--- src/rtl/seven_segment_scanner_pkg.sv ---
// Shared definitions for the seven-segment scan controller.
//
// Contents:
//   scan_state_e  - scanner state encoding (IDLE / BLANK / DRIVE)
//   SEG_OFF       - all segments dark
//   SEG_DP        - decimal-point segment bit
//   HEX_SEG       - hex nibble to active-high {a,b,c,d,e,f,g,dp} pattern
//   segPattern()  - full per-digit pattern including dp and blanking
package seven_segment_scanner_pkg;

  typedef enum logic [1:0] {
    ST_IDLE  = 2'd0,
    ST_BLANK = 2'd1,
    ST_DRIVE = 2'd2
  } scan_state_e;

  localparam logic [7:0] SEG_OFF = 8'h00;
  localparam logic [7:0] SEG_DP  = 8'h01;

  localparam logic [7:0] HEX_SEG [16] = '{
    8'hFC, 8'h60, 8'hDA, 8'hF2, 8'h66, 8'hB6, 8'hBE, 8'hE0,
    8'hFE, 8'hF6, 8'hEE, 8'h3E, 8'h9C, 8'h7A, 8'h9E, 8'h8E
  };

  // Blank wins over the decimal point: a blanked digit is fully dark.
  function automatic logic [7:0] segPattern(input logic [3:0] nibble,
                                            input logic       dp,
                                            input logic       blank);
    logic [7:0] pat;
    pat = HEX_SEG[nibble];
    if (dp) begin
      pat = pat | SEG_DP;
    end
    if (blank) begin
      pat = SEG_OFF;
    end
    return pat;
  endfunction

endpackage

--- src/rtl/seven_segment_scanner_slot_timer.sv ---
// Slot timer for the seven-segment scanner.
//
// Counts the cycles of one digit slot (0..PRESCALE-1) and reports where the
// slot is heading so the parent can register its outputs on the same edge.
//
// Ports:
//   clk_i           system clock
//   rst_n_i         asynchronous active-low reset
//   run_i           1 = count, 0 = hold counter at 0
//   slot_end_o      current cycle is the last cycle of the slot
//   next_blank_o    next cycle lies in the blanking gap of its slot
//   next_slot_end_o next cycle is the last cycle of its slot
module scan_slot_timer
  import seven_segment_scanner_pkg::*;
#(
  parameter int PRESCALE     = 50000,
  parameter int BLANK_CYCLES = 16
) (
  input  logic clk_i,
  input  logic rst_n_i,
  input  logic run_i,
  output logic slot_end_o,
  output logic next_blank_o,
  output logic next_slot_end_o
);

  localparam int CNT_W = $clog2(PRESCALE);

  logic [CNT_W-1:0] cnt_q;
  logic [CNT_W-1:0] cnt_d;

  assign slot_end_o = (cnt_q == CNT_W'(PRESCALE - 1));

  // Stopping the timer always returns it to the start of a slot, so a
  // restart begins with a full blanking gap.
  always_comb begin
    cnt_d = '0;
    if (run_i && !slot_end_o) begin
      cnt_d = cnt_q + CNT_W'(1);
    end
  end

  assign next_blank_o    = (cnt_d < CNT_W'(BLANK_CYCLES));
  assign next_slot_end_o = (cnt_d == CNT_W'(PRESCALE - 1));

  always_ff @(posedge clk_i or negedge rst_n_i) begin
    if (!rst_n_i) begin
      cnt_q <= '0;
    end else begin
      cnt_q <= cnt_d;
    end
  end

endmodule

--- src/rtl/seven_segment_scanner.sv ---
// Time-multiplexed scan controller for common-anode seven-segment digits.
//
// A display word is accepted through a valid/ready handshake into a pending
// register and copied to the live display only at a frame boundary (or right
// away while idle), so one frame never mixes old and new digits.
//
// Ports:
//   clk_i          system clock
//   rst_n_i        asynchronous active-low reset
//   enable_i       1 = scan, 0 = display dark
//   load_valid_i   new display word offered
//   load_ready_o   scanner can accept a word
//   load_data_i    hex nibble per digit, digit 0 in bits [3:0]
//   load_dp_i      decimal point per digit
//   load_blank_i   1 = digit fully dark
//   seg_o          {a,b,c,d,e,f,g,dp}, active-high, registered
//   an_o           anode select, active-low, registered
//   frame_done_o   pulse on the last cycle of the last digit slot
module seven_segment_scanner
  import seven_segment_scanner_pkg::*;
#(
  parameter int NUM_DIGITS   = 4,
  parameter int PRESCALE     = 50000,
  parameter int BLANK_CYCLES = 16
) (
  input  logic                    clk_i,
  input  logic                    rst_n_i,
  input  logic                    enable_i,
  input  logic                    load_valid_i,
  output logic                    load_ready_o,
  input  logic [4*NUM_DIGITS-1:0] load_data_i,
  input  logic [NUM_DIGITS-1:0]   load_dp_i,
  input  logic [NUM_DIGITS-1:0]   load_blank_i,
  output logic [7:0]              seg_o,
  output logic [NUM_DIGITS-1:0]   an_o,
  output logic                    frame_done_o
);

  localparam int IDX_W  = (NUM_DIGITS > 1) ? $clog2(NUM_DIGITS) : 1;
  localparam int DATA_W = 4 * NUM_DIGITS;

  scan_state_e               state_q, state_d;
  logic [IDX_W-1:0]          idx_q, idx_d;
  logic [DATA_W-1:0]         dispData_q, dispData_d;
  logic [NUM_DIGITS-1:0]     dispDp_q, dispDp_d;
  logic [NUM_DIGITS-1:0]     dispBlank_q, dispBlank_d;
  logic [DATA_W-1:0]         pendData_q, pendData_d;
  logic [NUM_DIGITS-1:0]     pendDp_q, pendDp_d;
  logic [NUM_DIGITS-1:0]     pendBlank_q, pendBlank_d;
  logic                      ready_q, ready_d;
  logic [7:0]                seg_q, seg_d;
  logic [NUM_DIGITS-1:0]     an_q, an_d;
  logic                      frameDone_q, frameDone_d;

  logic                      slotEnd;
  logic                      nextBlank;
  logic                      nextSlotEnd;
  logic                      transfer;
  logic                      commit;

  scan_slot_timer #(
    .PRESCALE     (PRESCALE),
    .BLANK_CYCLES (BLANK_CYCLES)
  ) u_slot_timer (
    .clk_i           (clk_i),
    .rst_n_i         (rst_n_i),
    .run_i           (enable_i && (state_q != ST_IDLE)),
    .slot_end_o      (slotEnd),
    .next_blank_o    (nextBlank),
    .next_slot_end_o (nextSlotEnd)
  );

  // Next-state logic. Outputs are computed from the next state and the
  // next display contents so that they land in their registers on the same
  // edge as the state they describe. ready_q low doubles as "pending word
  // held"; commit only looks at words accepted on earlier cycles, so a word
  // accepted during frame_done waits for the following frame boundary.
  always_comb begin
    transfer = load_valid_i && ready_q;
    commit   = !ready_q && ((state_q == ST_IDLE) || frameDone_q);

    pendData_d  = pendData_q;
    pendDp_d    = pendDp_q;
    pendBlank_d = pendBlank_q;
    if (transfer) begin
      pendData_d  = load_data_i;
      pendDp_d    = load_dp_i;
      pendBlank_d = load_blank_i;
    end

    dispData_d  = dispData_q;
    dispDp_d    = dispDp_q;
    dispBlank_d = dispBlank_q;
    if (commit) begin
      dispData_d  = pendData_q;
      dispDp_d    = pendDp_q;
      dispBlank_d = pendBlank_q;
    end

    ready_d = ready_q;
    if (commit) begin
      ready_d = 1'b1;
    end else if (transfer) begin
      ready_d = 1'b0;
    end

    idx_d = idx_q;
    if (!enable_i || (state_q == ST_IDLE)) begin
      idx_d = '0;
    end else if (slotEnd) begin
      idx_d = (idx_q == IDX_W'(NUM_DIGITS - 1)) ? '0 : idx_q + IDX_W'(1);
    end

    if (!enable_i) begin
      state_d = ST_IDLE;
    end else if (nextBlank) begin
      state_d = ST_BLANK;
    end else begin
      state_d = ST_DRIVE;
    end

    frameDone_d = (state_d != ST_IDLE) && nextSlotEnd &&
                  (idx_d == IDX_W'(NUM_DIGITS - 1));

    seg_d = SEG_OFF;
    an_d  = '1;
    for (int i = 0; i < NUM_DIGITS; i++) begin
      if (idx_d == IDX_W'(i)) begin
        if (state_d != ST_IDLE) begin
          seg_d = segPattern(dispData_d[4*i +: 4], dispDp_d[i], dispBlank_d[i]);
        end
        if (state_d == ST_DRIVE) begin
          an_d[i] = 1'b0;
        end
      end
    end
  end

  always_ff @(posedge clk_i or negedge rst_n_i) begin
    if (!rst_n_i) begin
      state_q     <= ST_IDLE;
      idx_q       <= '0;
      dispData_q  <= '0;
      dispDp_q    <= '0;
      dispBlank_q <= '0;
      pendData_q  <= '0;
      pendDp_q    <= '0;
      pendBlank_q <= '0;
      ready_q     <= 1'b1;
      seg_q       <= SEG_OFF;
      an_q        <= '1;
      frameDone_q <= 1'b0;
    end else begin
      state_q     <= state_d;
      idx_q       <= idx_d;
      dispData_q  <= dispData_d;
      dispDp_q    <= dispDp_d;
      dispBlank_q <= dispBlank_d;
      pendData_q  <= pendData_d;
      pendDp_q    <= pendDp_d;
      pendBlank_q <= pendBlank_d;
      ready_q     <= ready_d;
      seg_q       <= seg_d;
      an_q        <= an_d;
      frameDone_q <= frameDone_d;
    end
  end

  assign load_ready_o = ready_q;
  assign seg_o        = seg_q;
  assign an_o         = an_q;
  assign frame_done_o = frameDone_q;

endmodule

--- config.mk ---
export PLATFORM = sky130hd
export DESIGN_NAME = seven_segment_scanner
export DESIGN_NICKNAME = d
export VERILOG_FILES = /design/src/rtl/seven_segment_scanner_pkg.sv /design/src/rtl/seven_segment_scanner_slot_timer.sv /design/src/rtl/seven_segment_scanner.sv
export SDC_FILE = /design/constraint.sdc
export NUM_CORES = 1
export LEC_CHECK = 0
export ABC_AREA = 1
export CAP_MARGIN = 20
export CORE_MARGIN = 2
export CORE_UTILIZATION = 50
export DETAILED_ROUTE_END_ITERATION = 8
export PLACE_DENSITY = 0.73
export SYNTH_ARGS = -nofsm -noshare
export SYNTH_HDL_FRONTEND = slang
export SYNTH_SLANG_ARGS = --single-unit
--- constraint.sdc ---
create_clock -name clk_i -period 1.8 [get_ports clk_i]
set_input_delay 0.45 -clock clk_i [delete_from_list [all_inputs] [get_ports clk_i]]
set_output_delay 0.45 -clock clk_i [all_outputs]
set_load 0.005 [all_outputs]
### Word level (Yosys, flattened, before mapping)

Memories as Yosys holds them, arrays and structs flattened.
Index checks and enable logic that the tools add are counted.

* multiplexer cells: 40
* reduce and logical (&&, ||, !) cells: 16
* magnitude comparators: 5
* equality and inequality tests: 7
* bitwise logic cells: 4
* add/sub/neg operators: 2

Operators by type and width (count)
* 2-to-1 mux 8 bit: 20
* equality test 16 bit, second input constant: 2
* 2-to-1 mux 16 bit: 2
* >= comparator 5 bit, second input constant: 4
* inverter 4 -> 5 bit: 4
* adder 16 x 1 -> 16 bit, second input constant: 1
* < comparator 16 x 5 -> 1 bit, second input constant: 1
* 2-to-1 mux 1 bit: 11
* 2-to-1 mux 2 bit: 5
* equality test 2 bit, second input constant: 4
* 2-to-1 mux 4 bit: 2
* logical AND 1 bit: 6
* nonzero test 2 bit: 3
* logical NOT 2 bit: 2
* logical NOT 1 bit: 3
* adder 2 x 1 -> 2 bit, second input constant: 1
* equality test 2 x 1 -> 1 bit, second input constant: 1
* logical OR 1 bit: 2

* word-level logic and storage cells: 91
* memories: 4
* output and inout port bits: 14
* flip-flop bits (word level): 82
* input bits: 28
* ROM bits: 512

Memory list
* (name not given): words 16, width 8, read ports 1, clocked after memory_dff 0, wr ports 0, line seven_segment_scanner_pkg.sv:30 `pat = HEX_SEG[nibble];`
* (name not given): words 16, width 8, read ports 1, clocked after memory_dff 0, wr ports 0, line seven_segment_scanner_pkg.sv:30
* (name not given): words 16, width 8, read ports 1, clocked after memory_dff 0, wr ports 0, line seven_segment_scanner_pkg.sv:30
* (name not given): words 16, width 8, read ports 1, clocked after memory_dff 0, wr ports 0, line seven_segment_scanner_pkg.sv:30

### Depth between registers and ports, before layout

Gate-level depths: netlist of run 1.

* word-level depth: 18
* mapped depth: 15

### Cells and area by module

From an unflattened synthesis of run 1, not the netlist that was laid out.

* cell total of the unflattened synthesis: 622
* area, all modules: 4798.4 µm²

By module, submodules not included
* seven_segment_scanner: times used 1, cells each 476, sequential area each 1657.8 µm², area an instance 3761.1 µm²
* scan_slot_timer: times used 1, cells each 146, sequential area each 400.4 µm², area an instance 1037.2 µm²

### Worst setup path after synthesis of run 1

OpenSTA, ideal clock, no wires.

* path kind: flip-flop to flip-flop
* from: reg ready_q (netlist: load_ready_o)
* to: reg seg_q[4] (netlist: seg_o[4])
* buffers on the path: 1
* setup time: 0.125 ns
* stages on the path, launching flop included: 14
* setup slack: -0.197 ns
* arrival: 1.872 ns
* required time: 1.675 ns
* cell sequence: dfstp_2 inv_1 nand2_2 buf_2 nand2_1 nand2_1 inv_1 ha_1 nand3_1 nand3_1 nand2_1 nor2_1 nor2_1 nand3_1

* elaborated cells on any way between the ends: 32
* classes of those cells: mux (22); bitwise (4); reduce/logical (2); memory (4)

RTL lines
* start: declaration: line seven_segment_scanner.sv:50 `logic ready_q, ready_d;`
* start signal: assignment: line seven_segment_scanner.sv:162 `ready_q <= ready_d;`
* logical NOT 1 bit (*): line seven_segment_scanner.sv:80 `commit = !ready_q && ((state_q == ST_IDLE) || frameDone_q);`
* logical AND 1 bit (*): line seven_segment_scanner.sv:80
* 2-to-1 mux 16 bit (*): line seven_segment_scanner.sv:94 `if (commit) begin`
* named net dispData_d[4]: line seven_segment_scanner.sv:44 `logic [DATA_W-1:0] dispData_q, dispData_d;`
* inverter 4 -> 5 bit (not written as such) (*): line seven_segment_scanner_pkg.sv:30
* memory (16 x 8 bit) (*)
* 2-to-1 mux 8 bit (not written as such) (*) (2 in a row): line seven_segment_scanner_pkg.sv:30
* 2-to-1 mux 8 bit (*): line seven_segment_scanner_pkg.sv:34 `if (blank) begin`
* 2-to-1 mux 8 bit (*): line seven_segment_scanner.sv:129 `if (state_d != ST_IDLE) begin`
* 2-to-1 mux 8 bit (*): line seven_segment_scanner.sv:128 `if (idx_d == IDX_W'(i)) begin`
* 2-to-1 mux 8 bit: line seven_segment_scanner.sv:129
* 2-to-1 mux 8 bit (*): line seven_segment_scanner.sv:128
* 2-to-1 mux 8 bit: line seven_segment_scanner.sv:129
* 2-to-1 mux 8 bit (*): line seven_segment_scanner.sv:128
* named net seg_d[4]: line seven_segment_scanner.sv:51 `logic [7:0] seg_q, seg_d;`
* end signal: assignment: line seven_segment_scanner.sv:163 `seg_q <= seg_d;`
* end: declaration: line seven_segment_scanner.sv:51

Mark *: on every way through the listed nets, which the timed path passes. The rest lies on a longest branch. The select of a mux whose other input is x is not followed.
A chain may end at the register's enable or synchronous reset.

### Worst setup path in the final report of run 1

* from: reg state_q[0]
* to: reg seg_q[2] (netlist: seg_o[2])

* elaborated cells on any way between the ends: 47
* classes of those cells: order compare (1); eq/ne (3); mux (26); bitwise (4); reduce/logical (9); memory (4)

RTL lines
* start: declaration: line seven_segment_scanner.sv:42 `scan_state_e state_q, state_d;`
* start signal: assignment: line seven_segment_scanner.sv:154 `state_q <= state_d;`
* logical NOT 2 bit: line seven_segment_scanner.sv:80
* logical OR 1 bit: line seven_segment_scanner.sv:80
* logical AND 1 bit: line seven_segment_scanner.sv:80
* 2-to-1 mux 16 bit: line seven_segment_scanner.sv:94
* named net dispData_d[13]: line seven_segment_scanner.sv:44
* inverter 4 -> 5 bit (not written as such): line seven_segment_scanner_pkg.sv:30
* memory (16 x 8 bit)
* 2-to-1 mux 8 bit (not written as such) (2 in a row): line seven_segment_scanner_pkg.sv:30
* 2-to-1 mux 8 bit: line seven_segment_scanner_pkg.sv:34
* 2-to-1 mux 8 bit: line seven_segment_scanner.sv:129
* 2-to-1 mux 8 bit: line seven_segment_scanner.sv:128
* named net seg_d[2]: line seven_segment_scanner.sv:51

The timed path passes the listed nets, and every way through them passes these cells. The select of a mux whose other input is x is not followed.

==> results.cfg, run 1 <==
[grt]
grt_pass1_vias = 4654
antenna_found_initial = 0
grt_pass1_wl_mm = 22.2
grt_max_degree = 38
overflow = 0
grt_usage_pct = 25.5

[critical_path]
worstSetupStartpointType = register
arrival_ns = 2.38
r2r-start = state_q[0]$_DFF_PN0_
endpoint = seg_o[2]$_DFF_PN0_
max_stage_delay_ns = 0.42
path_cells = o21bai_4 -> nand2_8 -> buf_4 -> nand2_1 -> nand2_4 -> inv_2 -> ha_1 -> nand2_1 -> o21ai_0 -> nand2_1 -> nand3_1 -> nand3_1
rr_endpoint = seg_o[2]$_DFF_PN0_
rr_worst_depth = 12
end_kind = register
cp_common_cell = nand2_1
cp.required_ns = 2.05
crit_path_top_delay_cell = dfrtp_1
worstSetupStartpoint = state_q[0]$_DFF_PN0_
cp_max_fo = 8
crit_family = simple AND/OR/NAND/NOR gates
crit_buf_inv = 2
setup.worst_path.class = reg2reg
r2r_setup_slack_ns = -0.33
crit_cells = 12

[power_and_ir_drop]
power_w = 0.00693
pwr_density_cell_nw_per_um2 = 977
power.leakage_nw = 3.46
ir_drop_mv = 0.584

[logic_synthesis]
synthCells = 635
synthFlopType = dfrtp_1
synth_compound_area_share_pct = 4.76
synth-adder-area-share_pct = 6.45
yosysUniqueCellTypes = 40
async_reset_ff_share_pct = 100
avgSynthCellArea_sq_um = 7.94
netlist_top_cells_area = dfrtp_1 38%, nand2_1 11%, nand3_1 7.6%
synth_xor_area_share_pct = 1.04
yosys.area.top_type = dfrtp_1
synthesis.area_sq_um = 5040
synth_seq_area_share_pct = 40.8
syn-num-nets = 689
ys_warn_count = 0
synthSimpleGateAreaFrac_pct = 34.9
synth_top_area_share_pct = 38.2
synth_top_family_by_area = simple AND/OR/NAND/NOR gates
synth-seq-cells = 82
synth.area.mux_share_pct = 4.02
synth_edf_count = 0

[run_status]
status = finished with violations
violations = hold timing, setup timing

[die]
die_y_um = 104
die_width_um = 104
coreArea_sq_um = 9770
die_area_sq_um = 10900
io_pins = 42
initial_core_util_pct = 51.6
rows = 36

[detailed_routing]
wl_mm = 13.8
wl_per_cell_um = 15.1
drc = 0
drt_iter0_markers = 297
routed_via_density = 5.21
vias = 4777
drtAntennaViolNets = 0
dr.pass1.iters = 5

[placed_design]
globalplace.congestion = 0.974
portBuffers = 41
place_hpwl_mm = 9.46

[clocking]
hold_buffers = 0
path_clk_slew_ns = 0.08
clkLatencyLatePin_ns = 0.37
clock_sinks = 82
cts_buffer_depth = 2
h-tree-depth = 3
tritoncts = built
numCtsBuffers = 9
clock-root-buffer = clkbuf_8

[layout]
layout.nets = 834
num_antenna_cells = 0
mostFrequentLayoutCells = 122 x nand2_1, 94 x buf_4, 76 x dfrtp_1
final_util_pct = 72.6
fillers = 755
area_growth_pct = 40.6
final_common_cell = nand2_1
drive_gt1_share_pct = 37.1

[sta]
holdWs_ns = -0.00548
rsz0062_at_grt = true
finalHoldViolations = 11
fmax_mhz = 470
fin_ws_ns = -0.329
drv_slew = 0
slew_headroom_pct = 75.1
period_share_pct = 118
fin_worst_skew_ns = 0.0137
setup_viol = 9
min_period_ns = 2.13
worstMarginPinSlew_ns = 0.374

[hold_path]
hp-class = in2async

[job]
cap_violations = 0
-- report_power, final --
group | switching (W) | internal, W
clock | 0.000669 | 0.000669
sequential | 0.000159 | 0.00219
combinational | 0.00181 | 0.00143
-- synth_stat cells (4+ instances only) --
cell and n:
nor2_1 72, a21oi_1 18, xor2_1 6, o21ai_1 4
inv_2 10, inv_1 72, nand3_1 77, nand3_2 6
mux2_2 18, o21ai_0 14, dfrtp_1 77, clkbuf_1 4
dfstp_2 5, nand2_1 152, nand2_4 4, ha_1 26
nor2_4 6, nand2_2 16, nand4_1 11
-- state kept, by name, summed over array words and instances (netlist names), 2 cells and up --
signal	count
pendDp_q	4
pendData_q	16
idx_q	2
dispData_q	16
dispDp_q	4
an_o	4
state_q	2
dispBlank_q	4
u_slot_timer.cnt_q	16
seg_o	8
pendBlank_q	4
-- per-layer routing --
layer  vias to the layer above  track usage, %  wire, um
met1                      2270            33.9      6010
li1                       2312               -         -
met2                       154            42.3      6830
met3                        41            4.20       617
met4                         0            8.78       379
met5                         -               0         0
-- kinds of logic (layout without fill, tap and decap cells) --
kind of cell / after synthesis / count (layout)
AND/OR/NAND/NOR: 364 / 364
adder cells (fa/ha/maj): 26 / 26
flip-flops: 82 / 82
buffers and inverters: 97 / 246
multiplexers: 18 / 18
AO/OA/AOI/OAI: 42 / 42
XOR/XNOR: 6 / 6
-- per-stage QoR --
step           setup WS, ns  hold WS (ns)  cells  cell area, sq um  TNS [ns]
4_1_cts              -0.233       0.00283    900              6760     -1.45
5_1_grt              -0.453        0.0101    917              7090     -3.10
3_5_place_dp         -0.289         0.394    872              6310     -3.41
6_report             -0.329      -0.00548    917              7090     -1.97
3_3_place_gp         -0.197         0.388    872              6310     -2.54
2_1_floorplan       -0.0315         0.154    635              5190   -0.0733
-- worst min path at each step --
stage | to | from | cells past startpoint | slack [ns]
2_1_floorplan | dispBlank_q[0]$_DFF_PN0_ | rst_n_i | 0 | 0.15
3_3_place_gp | u_slot_timer.cnt_q[14]$_DFF_PN0_ | rst_n_i | 1 | 0.39
3_5_place_dp | u_slot_timer.cnt_q[14]$_DFF_PN0_ | rst_n_i | 1 | 0.39
4_1_cts | pendDp_q[1]$_DFFE_PN0P_ | rst_n_i | 1 | 0.003
5_1_grt | u_slot_timer.cnt_q[9]$_DFF_PN0_ | rst_n_i | 1 | 0.01
6_report | u_slot_timer.cnt_q[14]$_DFF_PN0_ | rst_n_i | 1 | -0.005
-- final cells by class --
cell class / instances / area (sq um) / area share (%)
well taps: 133 / 166 / 2.35
clock buffers: 12 / 145 / 2.05
multi-input cells: 456 / 3060 / 43.1
inverters: 85 / 337 / 4.75
repair buffers: 146 / 1290 / 18.2
flip-flops and latches: 82 / 2060 / 29.0
clock inverters: 3 / 40.0 / 0.565
-- what timing repair did --
| action | 4_1_cts | 5_1_grt |
|---|---|---|
| endpoints found under the setup margin | 18 | 17 |
| buffers inserted | 13 | 17 |
| gates cloned | 0 | 0 |
| gates resized for setup | 48 | 51 |
| pin swaps | 20 | 24 |
Note: power is estimated with default switching activity, not from simulation.
==> run 2: changes to the inputs <==
Settings changed: CORE_UTILIZATION 50 to 53, PLACE_DENSITY 0.73 to unset, PLACE_DENSITY_LB_ADDON set to 0.12.
==> results.cfg, run 2 (synthesis gave the netlist of run 1 again) <==
[run_status]
status = finished with violations
violations = setup timing

[detailed_routing]
routed_via_density = 5.23
wl_mm = 13.0
wl_per_cell_um = 14.3
dr.pass1.iters = 5
drc = 0
drtAntennaViolNets = 0
vias = 4732
drt_iter0_markers = 373

[die]
die_width_um = 102
die_area_sq_um = 10300
io_pins = 42
initial_core_util_pct = 54.6
rows = 35
die_y_um = 102
coreArea_sq_um = 9240

[critical_path]
worstSetupStartpointType = register
setup.worst_path.class = reg2reg
end_kind = register
cp.required_ns = 2.03
arrival_ns = 2.28
rr_worst_depth = 14
cp_max_fo = 6

[layout]
layout.nets = 824
instances_no_fill = 904
area_growth_pct = 37.8
reg_top3 = dispData_q x16, pendData_q x16, u_slot_timer.cnt_q x16
num_antenna_cells = 0
fillers = 655
final_common_cell = nand2_1
final_area_sq_um = 6950
ff_latch_area_sq_um = 2060
drive_gt1_share_pct = 33.8
multiInputGateArea_sq_um = 3010
mostFrequentLayoutCells = 132 x nand2_1, 82 x buf_4, 77 x dfrtp_1

[clocking]
clock-root-buffer = clkbuf_8
path_clk_slew_ns = 0.08
hold_buffers = 0
cts_buffer_depth = 2
tritoncts = built
clkLatencyLatePin_ns = 0.36
numCtsBuffers = 9
h-tree-depth = 3
clock_sinks = 82

[sta]
slew_headroom_pct = 68.9
fmax_mhz = 488
min_period_ns = 2.05
rsz0062_at_grt = true
holdWs_ns = 0.0769
setup_viol = 8
fin_worst_skew_ns = 0.00950
fin_ws_ns = -0.247
finalHoldViolations = 0
drv_slew = 0
worstMarginPinSlew_ns = 0.466
period_share_pct = 114

[grt]
grt_max_degree = 83
grt_pass1_vias = 4310
antenna_found_initial = 0
overflow = 0
grt_usage_pct = 24.9
grt_pass1_wl_mm = 20.1

[placed_design]
portBuffers = 41
place_hpwl_mm = 9.09
dp.cells = 860
globalplace.congestion = 0.945
pre_cts_slack_ns = -0.276
dpl-instance-area_sq_um = 6220

[power_and_ir_drop]
power_w = 0.00690
pwr_density_cell_nw_per_um2 = 993
power.leakage_nw = 3.40
power_switching_w = 0.00262
swShare_pct = 38.0
power.share.clock_pct = 18.6
p_int_w = 0.00428
ir_drop_mv = 0.553
p_comb_share_pct = 47.5
seqPwrFrac_pct = 34.0

[job]
cap_violations = 0

[hold_path]
hp-class = in2async
## run 2: cell types whose count changed in the layout (fill, tap and decap cells not counted), moves of 4 or more
cell and delta:
buf_4 -12, clkinv_2 +4, nand2_1 +10, nand2_2 -10, nand3_2 -4, nor2_1 +7, nor2_2 -5
## run 2: cell type report
type	instances	share of cell area (%)
Multi-Input combinational cell	457	43.4
Sequential cell	82	29.6
Timing Repair Buffer	135	17.2
Inverter	85	4.85
Tap cell	129	2.32
Clock buffer	9	1.78
Clock inverter	7	0.865
## run 2: worst max-delay path, cell delays in order (launching register included)
cell	delay [ns]
dfrtp_1	0.39
o21bai_4	0.18
buf_12	0.15
buf_8	0.13
nand3_4	0.08
nand2_8	0.09
inv_4	0.08
ha_2	0.18
nand2_2	0.07
o21ai_1	0.10
nand2_1	0.07
nand2_1	0.08
nor2_1	0.06
nor2_1	0.14
nand3_1	0.11
## run 2: metrics by stage
stage / TNS, ns / util [%]
floorplan: -0.0733 / -
global placement: -2.76 / 67.3
detailed placement: -3.70 / 67.3
CTS: -1.04 / 71.4
global route: -2.27 / 75.2
finish: -1.50 / 75.2
## run 2: worst paths after layout
check	to	from	slack, ns
max reg2reg	seg_o[2]$_DFF_PN0_	frame_done_o$_DFF_PN0_	-0.25
min	u_slot_timer.cnt_q[9]$_DFF_PN0_	rst_n_i	0.08
max	seg_o[2]$_DFF_PN0_	frame_done_o$_DFF_PN0_	-0.25
max in group asynchronous	an_o[3]$_DFF_PN1_	rst_n_i	1.30
min in group clk_i	dispDp_q[0]$_DFF_PN0_	dispDp_q[0]$_DFF_PN0_	0.51
min reg2reg	dispDp_q[0]$_DFF_PN0_	dispDp_q[0]$_DFF_PN0_	0.51
## run 2: metal layers
layer / wire, um / up-vias / GRT usage (%)
met1: 5720 / 2281 / 33.6
met4: 278 / 0 / 7.90
met2: 6450 / 135 / 41.0
met5: 0 / - / 0
li1: - / 2289 / -
met3: 508 / 27 / 4.42
## run 2: what timing repair did
item / CTS / global route
pin swaps: 13 / 29
resized for setup: 29 / 54
setup endpoints to repair: 19 / 16
buffers inserted: 11 / 16
cloned: 2 / 0
## run 2: power by group through the flow
stage / Combinational (W) / Sequential (W) / Clock (W)
floorplan: 0.00168 / 0.00233 / 0
global placement: 0.00261 / 0.00236 / 0
detailed placement: 0.00268 / 0.00237 / 0
CTS: 0.00289 / 0.00233 / 0.00132
global route: 0.00356 / 0.00238 / 0.00140
finish: 0.00327 / 0.00235 / 0.00128
==> run 3: changes to the inputs <==
Settings changed: CELL_PAD_IN_SITES_DETAIL_PLACEMENT set to 0, CELL_PAD_IN_SITES_GLOBAL_PLACEMENT set to 1, CORE_UTILIZATION 53 to 40, TNS_END_PERCENT set to 1.
==> results.cfg, run 3 (synthesis gave the netlist of run 1 again) <==
[critical_path]
crit_path_top_delay_cell = dfrtp_1
cp_common_cell = nand3_1
worstSetupStartpointType = register
arrival_ns = 2.29
crit_cells = 12
worstSetupStartpoint = state_q[0]$_DFF_PN0_
setup.worst_path.class = reg2reg
cp_max_fo = 11
rr_endpoint = seg_o[2]$_DFF_PN0_
cp.required_ns = 2.08
max_stage_delay_ns = 0.41
endpoint = seg_o[2]$_DFF_PN0_
path_cells = o21bai_4 -> buf_6 -> buf_12 -> nand3_2 -> nand2_4 -> inv_2 -> ha_1 -> nand3_1 -> nand2_1 -> a21oi_1 -> nand4_1 -> nand3_1
crit_family = simple AND/OR/NAND/NOR gates
r2r-start = state_q[0]$_DFF_PN0_
end_kind = register
rr_worst_depth = 12
crit_buf_inv = 3
r2r_setup_slack_ns = -0.21

[power_and_ir_drop]
pwr_density_cell_nw_per_um2 = 1040
power.share.clock_pct = 25.2
p_comb_share_pct = 41.6
power_w = 0.00710
p_int_w = 0.00455
ir_drop_mv = 0.571
seqPwrFrac_pct = 33.1
power.leakage_nw = 3.38
power_switching_w = 0.00255
swShare_pct = 35.9

[layout]
drive_gt1_share_pct = 30.9
instances_no_fill = 941
num_antenna_cells = 0
area_growth_pct = 35.9
reg_top3 = dispData_q x16, pendData_q x16, u_slot_timer.cnt_q x16
layout.nets = 818
final_common_cell = nand2_1
mostFrequentLayoutCells = 135 x nand2_1, 81 x buf_4, 77 x dfrtp_1
final_area_sq_um = 6850

[die]
coreArea_sq_um = 12500
die_width_um = 116
io_pins = 42
initial_core_util_pct = 40.4
die_y_um = 116
rows = 41
die_area_sq_um = 13500

[sta]
worstMarginPinSlew_ns = 0.373
min_period_ns = 2.01
rsz0062_at_grt = true
finalHoldViolations = 0
drv_slew = 0
fin_worst_skew_ns = 0.00652
setup_viol = 8
fmax_mhz = 497
slew_headroom_pct = 75.1
fin_ws_ns = -0.210
period_share_pct = 112

[clocking]
clkLatencyLatePin_ns = 0.35
h-tree-depth = 3
cts_buffer_depth = 2
tritoncts = built
path_clk_slew_ns = 0.06
numCtsBuffers = 9
clock_sinks = 82
clock-root-buffer = clkbuf_16

[placed_design]
dp.cells = 917
pre_cts_slack_ns = -0.276
portBuffers = 41
globalplace.congestion = 0.863
dpl-instance-area_sq_um = 6380
place_hpwl_mm = 10.1

[detailed_routing]
drtAntennaViolNets = 0
drt_iter0_markers = 416
routed_via_density = 4.69
wl_per_cell_um = 14.0
wl_mm = 13.1
drc = 0
dr.pass1.iters = 4
vias = 4411

[grt]
grt_usage_pct = 20.7
grt_pass1_vias = 4302
antenna_found_initial = 0
overflow = 0
grt_max_degree = 32
grt_pass1_wl_mm = 21.4

[hold_path]
hp-class = in2async

[run_status]
violations = setup timing
status = finished with violations

[job]
cap_violations = 0
run 3: worst min-delay path by stage:
stage | slack, ns | depth (start not counted) | end | from
2_1_floorplan | 0.15 | 0 | dispBlank_q[0]$_DFF_PN0_ | rst_n_i
3_3_place_gp | 0.40 | 1 | dispData_q[12]$_DFF_PN0_ | rst_n_i
3_5_place_dp | 0.40 | 1 | pendData_q[13]$_DFFE_PN0P_ | rst_n_i
4_1_cts | 0.03 | 1 | pendData_q[13]$_DFFE_PN0P_ | rst_n_i
5_1_grt | 0.04 | 1 | pendData_q[13]$_DFFE_PN0P_ | rst_n_i
6_report | 0.02 | 1 | pendData_q[13]$_DFFE_PN0P_ | rst_n_i
run 3: area by class of cell:
| type | instances | area (sq um) |
|---|---|---|
| Clock inverter | 4 | 26.3 |
| Clock buffer | 12 | 256 |
| Tap cell | 172 | 215 |
| Sequential cell | 82 | 2060 |
| Fill cell | 1203 | 5610 |
| Multi-Input combinational cell | 457 | 2820 |
| Inverter | 85 | 329 |
| Timing Repair Buffer | 129 | 1140 |
run 3: power by group through the flow:
stage	Clock [W]	Sequential, W	Combinational, W
3_3_place_gp	0	0.00237	0.00281
6_report	0.00179	0.00235	0.00296
5_1_grt	0.00192	0.00238	0.00331
4_1_cts	0.00183	0.00235	0.00289
2_1_floorplan	0	0.00233	0.00165
3_5_place_dp	0	0.00238	0.00282
run 3: repair_timing:
item | 4_1_cts | 5_1_grt
pin swaps | 4 | 13
cloned | 0 | 1
hold buffers | 0 | 0
setup buffers | 6 | 1
setup endpoints to repair | 19 | 16
gates resized for setup | 21 | 25
run 3: per-stage QoR:
| stage | TNS (ns) | util [%] | hold WS, ns |
|---|---|---|---|
| final | -1.38 | 55.0 | 0.0188 |
| after global routing | -3.14 | 55.0 | 0.0380 |
| after CTS | -1.62 | 54.2 | 0.0285 |
| after detailed placement | -3.51 | 51.2 | 0.401 |
| after global placement | -3.32 | 51.2 | 0.397 |
| after floorplan | -0.123 | - | 0.154 |
run 3: layer usage:
layer,vias up,share of wire [%],wire [um],track usage (%)
met3,13,2.4,321,2.91
li1,2271,-,-,-
met4,0,1.6,204,7.70
met5,-,0,0,0
met2,61,48,6260,33.2
met1,2066,48,6350,28.5
